[config.mk]
export PLATFORM = sky130hd
export DESIGN_NAME = osequencer_gen
export DESIGN_NICKNAME = d
export VERILOG_FILES = /design/src/rtl/osequencer_gen.sv
export SDC_FILE = /design/constraint.sdc
export NUM_CORES = 1
export LEC_CHECK = 0
export BUFFER_PORTS_ARGS = -buffer_cell sky130_fd_sc_hd__buf_4
export CORE_MARGIN = 2
export CORE_UTILIZATION = 61
export CTS_CLUSTER_SIZE = 40
export DETAILED_ROUTE_END_ITERATION = 16
export PLACE_DENSITY = 0.8
export SETUP_SLACK_MARGIN = 0.3
export SYNTH_ARGS = -nofsm -noshare
export SYNTH_HDL_FRONTEND = slang
export SYNTH_SLANG_ARGS = --single-unit
[constraint.sdc]
create_clock -name clk -period 2.9 [get_ports clk]
set_input_delay 0.725 -clock clk [delete_from_list [all_inputs] [get_ports clk]]
set_output_delay 0.725 -clock clk [all_outputs]
set_load 0.005 [all_outputs]
[src/rtl/osequencer_gen.sv]
// ============================================================================
// osequencer_gen
// Seeded-LFSR game sequence buffer: generate, append, and stream playback.
// Revision: 1.0
// ============================================================================
`default_nettype none

module osequencer_gen #(
    parameter int          DATA_W = 4,
    parameter int          DEPTH  = 32,
    parameter int          ADDR_W = 5,
    parameter logic [15:0] SEED   = 16'hBEEF
) (
    input  logic              clk,
    input  logic              rst,
    input  logic              start_gen,
    input  logic [ADDR_W:0]   len,
    input  logic              append,
    input  logic              play,
    input  logic              seed_load,
    input  logic [15:0]       seed_in,
    output logic              out_valid,
    input  logic              out_ready,
    output logic [DATA_W-1:0] out_data,
    output logic              out_last,
    output logic [ADDR_W:0]   seq_len,
    output logic              busy,
    output logic              finish,
    output logic              overflow
);

    localparam logic [ADDR_W:0] DEPTH_L = (ADDR_W + 1)'(DEPTH);

    typedef enum logic [2:0] {
        S_IDLE   = 3'd0,
        S_GEN    = 3'd1,
        S_APPEND = 3'd2,
        S_PLAY   = 3'd3,
        S_DONE   = 3'd4
    } state_t;

    state_t              state_q, state_d;
    logic [15:0]         lfsr_q, lfsr_d;
    logic [ADDR_W:0]     seq_len_q, seq_len_d;
    logic [ADDR_W:0]     len_q, len_d;
    logic [ADDR_W-1:0]   rd_q, rd_d;
    logic                ovf_q, ovf_d;
    logic                wr_en;
    logic [15:0]         lfsr_step;
    logic                last_entry;

    logic [DATA_W-1:0]   mem_q [DEPTH];

    // Fibonacci LFSR, taps 16,14,13,11
    assign lfsr_step  = {lfsr_q[14:0], lfsr_q[15] ^ lfsr_q[13] ^ lfsr_q[12] ^ lfsr_q[10]};
    assign last_entry = ({1'b0, rd_q} == (seq_len_q - 1'b1));

    always_comb begin
        state_d   = state_q;
        lfsr_d    = lfsr_q;
        seq_len_d = seq_len_q;
        len_d     = len_q;
        rd_d      = rd_q;
        ovf_d     = 1'b0;
        wr_en     = 1'b0;
        case (state_q)
            S_IDLE: begin
                if (seed_load) begin
                    lfsr_d = (seed_in == 16'h0000) ? SEED : seed_in;
                end else if (start_gen) begin
                    len_d     = (len > DEPTH_L) ? DEPTH_L : len;
                    seq_len_d = '0;
                    state_d   = S_GEN;
                end else if (append) begin
                    if (seq_len_q == DEPTH_L) begin
                        ovf_d = 1'b1;
                    end else begin
                        state_d = S_APPEND;
                    end
                end else if (play) begin
                    rd_d    = '0;
                    state_d = (seq_len_q == '0) ? S_DONE : S_PLAY;
                end
            end
            S_GEN: begin
                // seq_len doubles as the write pointer; one extra cycle once full
                if (seq_len_q < len_q) begin
                    wr_en     = 1'b1;
                    lfsr_d    = lfsr_step;
                    seq_len_d = seq_len_q + 1'b1;
                end else begin
                    state_d = S_DONE;
                end
            end
            S_APPEND: begin
                wr_en     = 1'b1;
                lfsr_d    = lfsr_step;
                seq_len_d = seq_len_q + 1'b1;
                state_d   = S_DONE;
            end
            S_PLAY: begin
                if (out_ready) begin
                    if (last_entry) begin
                        rd_d    = '0;
                        state_d = S_DONE;
                    end else begin
                        rd_d = rd_q + 1'b1;
                    end
                end
            end
            S_DONE: begin
                state_d = S_IDLE;
            end
            default: begin
                state_d = S_IDLE;
            end
        endcase
    end

    always_ff @(posedge clk) begin
        if (rst) begin
            state_q   <= S_IDLE;
            lfsr_q    <= SEED;
            seq_len_q <= '0;
            len_q     <= '0;
            rd_q      <= '0;
            ovf_q     <= 1'b0;
        end else begin
            state_q   <= state_d;
            lfsr_q    <= lfsr_d;
            seq_len_q <= seq_len_d;
            len_q     <= len_d;
            rd_q      <= rd_d;
            ovf_q     <= ovf_d;
        end
    end

    // Buffer contents survive reset; writes are suppressed while reset is high
    always_ff @(posedge clk) begin
        if (wr_en && !rst) begin
            mem_q[seq_len_q[ADDR_W-1:0]] <= lfsr_q[DATA_W-1:0];
        end
    end

    assign out_valid = (state_q == S_PLAY);
    assign out_data  = out_valid ? mem_q[rd_q] : '0;
    assign out_last  = out_valid && last_entry;
    assign seq_len   = seq_len_q;
    assign busy      = (state_q != S_IDLE);
    assign finish    = (state_q == S_DONE);
    assign overflow  = ovf_q;

endmodule

`default_nettype wire
Yosys cells after proc, flatten, opt, wreduce, memory -nomap -nowiden:

Memories as Yosys holds them, arrays and structs flattened. A register that Yosys moved wholly into a read port is not among the register bits.
Index checks and enable logic that the tools add are counted.

* register bits: 37
* bits in writable memories: 128
* bits of input ports: 29
* output and inout bits: 15
* memories kept: 1

* $add $sub $neg: 3
* $lt $le $gt $ge: 2
* equality and inequality tests: 18
* multiplexer cells: 34
* bitwise operators: 6
* reductions and logical operators: 15

Memories
* mem_q: depth 32, bits a word 4, read ports 1, clocked after Yosys merged registers in 1, write ports 1, line 52 `logic [DATA_W-1:0] mem_q [DEPTH];`

Operator list (number)
* $mux W16: 3
* $pmux W16 S3: 1
* $mux W5: 8
* $mux W3: 9
* $mux W6: 4
* $pmux W6 S3: 1
* $logic_not A16 Y1: 1
* $ne A2 B2 Y1 const B: 8
* $pmux W3 S4: 1
* $reduce_and A6 Y1: 2
* $pmux W5 S2: 1
* $ne A4 B4 Y1 const B: 2
* $add A6 B1 Y6 const B: 1
* $eq A3 B2 Y1 const B: 2
* $eq A5 B6 Y1: 1
* $eq A6 B6 Y1 const B: 1
* $gt A6 B6 Y1 const B: 1
* $logic_not A6 Y1: 1
* $lt A6 B6 Y1: 1
* $reduce_and A3 Y1: 2
* $reduce_bool A3 Y1: 2
* $sub A6 B1 Y6 const B: 1
* $add A5 B1 Y5 const B: 1
* $reduce_or A5 Y1: 1
* 13 further kinds: 22

Logic depth before layout (Yosys ltp):

* depth in word-level cells: 7
* gate-level depth with buffers: 9
* mapped depth without buffers: 8

Worst setup path before layout:

No wires, ideal clock.

* kind: reg2out
* start: register (tool-made name)
* end: output out_data[0]
* data arrival time: 1.749 ns
* slack: 0.426 ns
* cell stages (with the launch flop): 7
* cell sequence: dfxtp_1 -> buf_4 -> buf_4 -> mux4_2 -> mux4_2 -> nor2_1 -> a2111oi_0

RTL lines
* end, declared: line 24 `output logic [DATA_W-1:0] out_data,`

==> qor.csv <==
stage;metric;value;unit
yosys;synth.avg_cell_area;14.4;sq um
critical_path;cp_slowest_stage_delay;520;ps
cells_and_area;nets;615;
critical_path;timing.rr.end;mem_q[3][0]$_DFFE_PP_;
cells_and_area;area_growth_syn_to_layout;17.8;%
timing;max_slew.worst_pin.slew;776;ps
die;die_w;115;microns
grt;grt_pass1_vias;4607;
cells_and_area;stdcell_count;736;
yosys;ys_seq_area_share;62.8;%
drt;wl;16000;microns
drt;wl_per_cell;21.7;microns
yosys;ys_warn_count;0;
yosys;synth_seq_cells;170;
placed_design;portBuffers;43;
hold_path;min_path_type;register to register;
critical_path;crit_top_cell;mux4_2;
power;p_int;4.94;mW
power;sw_frac_of_total;28.5;%
yosys;synthArstFlopShare;0;%
timing;slew_viol_final;0;
drt;num_vias;4637;
power;clockPowerShare;34.2;%
cts;insertion_delay;430;ps
critical_path;crit_family;multiplexers;
placed_design;dp_cells;700;
cts;tritoncts;built;
grt;track_usage;25.6;%
cts;path_clk_slew;60;ps
die;core-area;0.0120;sq mm
timing;slew_headroom;47.5;%
critical_path;crit_end;out_data[1];
timing;period_share;108;%
job;maxCapViolCount;0;
drt;via_per_inst;6.30;
critical_path;path_class;register to output pin;
outcome;outcome;finished, violations left;
critical_path;r2r_start;len_q[4]$_SDFFE_PP0P_;
yosys;syn_inst;520;
placed_design;place.gp.congestion;0.894;
critical_path;cp_num_cells;6;
cts;tritoncts.num_buffers;17;
cts;cts_root_buf;clkbuf_16;
cells_and_area;drive_gt1_share;32.6;%
cts;cts_buffer_depth;2;
timing;rsz0062_at_grt;true;
power;seqPwrFrac;45.4;%
drt;drcViolationCount;0;
timing;whs;487;ps
power;power.density_cell_area;785;mW/mm^2
cts;htreeDepth;4;
drt;antenna_left;0;
timing;setup-tns-final;-805;ps
critical_path;cp-end-kind;output pin;
grt;grt_max_degree;36;
critical_path;worst-path-buf-inv;2;
placed_design;dpl-instance-area;0.00795;sq mm
yosys;yosysUniqueCellTypes;58;
grt;grt_antenna_before_repair;0;
critical_path;cp_slowest_cell;mux4_2;
cells_and_area;design_area;0.00879;sq mm
yosys;syn_nets;559;
grt;grt_first_pass_wirelength;24700;microns
power;ir_drop;0.658;mV
placed_design;dpl.hpwl;10500;microns
yosys;synth_area;0.00746;sq mm
yosys;synth_top_flop_cell;edfxtp_1;
timing;setup_viol;4;
die;io_pins;44;
critical_path;crit_chain;buf_16 > mux4_2 > mux4_2 > nor2_1 > a2111oi_0 > buf_4;
hold_path;worstHoldStart;lfsr_q[11]$_SDFFE_PP1P_;
cells_and_area;n_antenna_cell;0;
timing;fin_ws;-228;ps
critical_path;reg2reg_slack;490;ps
die;rows;40;
grt;overflow;0;
timing;clock-skew-final;9.22;ps
die;die_h;115;microns
die;start_util;62.4;%
power;p_leak;2.90;nW
critical_path;ff2ff_path_depth;9;
power;p_comb_share;20.4;%
cts;cts_num_sinks;170;
critical_path;worst_ep_arrival_time;2400;ps
outcome;violations;setup timing;
drt;drt-pass1-iter-count;5;
yosys;synth_edf_count;128;
drt;drt_iter0_drc;457;
cts;hold_buffers;0;
timing;fin_crit;3130;ps
power;switching_power;1.97;mW
timing;hold_viol;0;
critical_path;worstPathMaxFanout;10;
critical_path;cp-start-kind;register;
timing;max_freq;320;MHz
critical_path;cp.required;2170;ps
cells_and_area;final_util;73.5;%
die;die_area;0.0131;sq mm
[tightest hold or removal path, cell delays in order, from the launching register on]
cell      delay, ps
dfxtp_1         330
nand2b_1         60
nand3b_1         70
[area by class of cell]
| cell class | count | area, sq um |
|---|---|---|
| flip-flops and latches | 170 | 4690 |
| fillers | 723 | 3170 |
| multi-input cells | 303 | 2650 |
| repair buffers | 68 | 584 |
| clock buffers | 18 | 439 |
| clock inverters | 14 | 185 |
| well taps | 147 | 184 |
| inverters | 16 | 60.1 |
[layer usage]
metal / routed length [microns] / vias up / global-route usage (%)
li1: - / 2116 / -
met1: 6570 / 2302 / 33.5
met2: 7980 / 190 / 41.0
met3: 1180 / 29 / 7.89
met4: 277 / 0 / 9.02
met5: 0 / - / 0
[cell families after synthesis]
kind of cell | share of synthesized area (%)
flip-flops | 62.8
AND/OR/NAND/NOR | 11.5
XOR/XNOR | 1.41
AO/OA/AOI/OAI | 7.53
buffers and inverters | 3.55
multiplexers | 11.5
adder cells (fa/ha/maj) | 1.68
[stage by stage]
| step | total power [mW] | setup WS, ps |
|---|---|---|
| after floorplan | 4.13 | 426 |
| after global placement | 4.48 | 258 |
| after detailed placement | 4.54 | 239 |
| final | 6.91 | -228 |
| after global routing | 7.20 | -301 |
| after CTS | 6.90 | -197 |
[flip-flops by register name (all words and copies together), names as in the netlist, named ones only]
register,cells
state_q,3
len_q,6
rd_q,5
lfsr_q,16
mem_q,128
overflow,1
seq_len,6
[synthesized netlist by cell type, types with 2 or more instances]
cell / number / area [sq um]
nand4_1: 2 / 12.5
nand3b_1: 21 / 158
clkbuf_8: 3 / 41.3
mux2i_1: 5 / 50.1
o211ai_1: 2 / 15.0
edfxtp_1: 128 / 3840
buf_4: 4 / 30.0
a211oi_1: 14 / 105
a211oi_2: 3 / 37.5
mux4_2: 36 / 811
or2_2: 2 / 12.5
nor2b_1: 9 / 56.3
nor2_1: 70 / 263
nor3b_1: 5 / 37.5
nand2_1: 15 / 56.3
inv_1: 16 / 60.1
xnor2_1: 9 / 78.8
nor4_1: 4 / 25.0
clkbuf_1: 12 / 45.0
a21o_1: 4 / 30.0
nand2b_1: 18 / 113
buf_2: 5 / 25.0
xor2_1: 3 / 26.3
nor3_1: 5 / 25.0
o221ai_1: 13 / 114
ha_1: 10 / 125
o31ai_1: 2 / 15.0
dfxtp_1: 42 / 841
nand3_1: 10 / 50.1
o21ai_0: 2 / 10.0
a21oi_1: 12 / 60.1
o21ai_2: 2 / 17.5
buf_6: 4 / 45.0
a2111oi_0: 4 / 35.0
[power by group through the flow]
stage          clock [mW]  combinational [mW]  sequential (mW)
2_1_floorplan           0               0.912             3.22
3_3_place_gp            0                1.31             3.17
3_5_place_dp            0                1.35             3.18
4_1_cts              2.38                1.39             3.13
5_1_grt              2.48                1.57             3.15
6_report             2.36                1.41             3.14
[timing repair]
action / in CTS / in global routing
setup buffers: 1 / 1
endpoints found under the setup margin: 77 / 134
gates cloned: 1 / 1
pin swaps: 3 / 3
resized for setup: 37 / 16
[worst min-delay path by stage]
stage / endpoint / depth (start not counted) / slack, ps
after floorplan: lfsr_q[7]$_SDFFE_PP1P_ / 2 / 440
after global placement: lfsr_q[5]$_SDFFE_PP1P_ / 2 / 460
after detailed placement: lfsr_q[11]$_SDFFE_PP1P_ / 2 / 470
after CTS: lfsr_q[11]$_SDFFE_PP1P_ / 2 / 490
after global routing: lfsr_q[11]$_SDFFE_PP1P_ / 2 / 530
final: lfsr_q[11]$_SDFFE_PP1P_ / 2 / 490
[cell usage in the layout, fill, tap and decap left out, types with 13 or more instances in the layout]
master,n
nand3b_1,21
o221ai_1,13
edfxtp_1,128
nor2_2,33
nor2_1,37
mux4_2,36
dfxtp_1,39
nand2_1,15
inv_1,16
buf_4,62
clkbuf_16,18
nand2b_1,18
(Power assumes the default switching activity.)
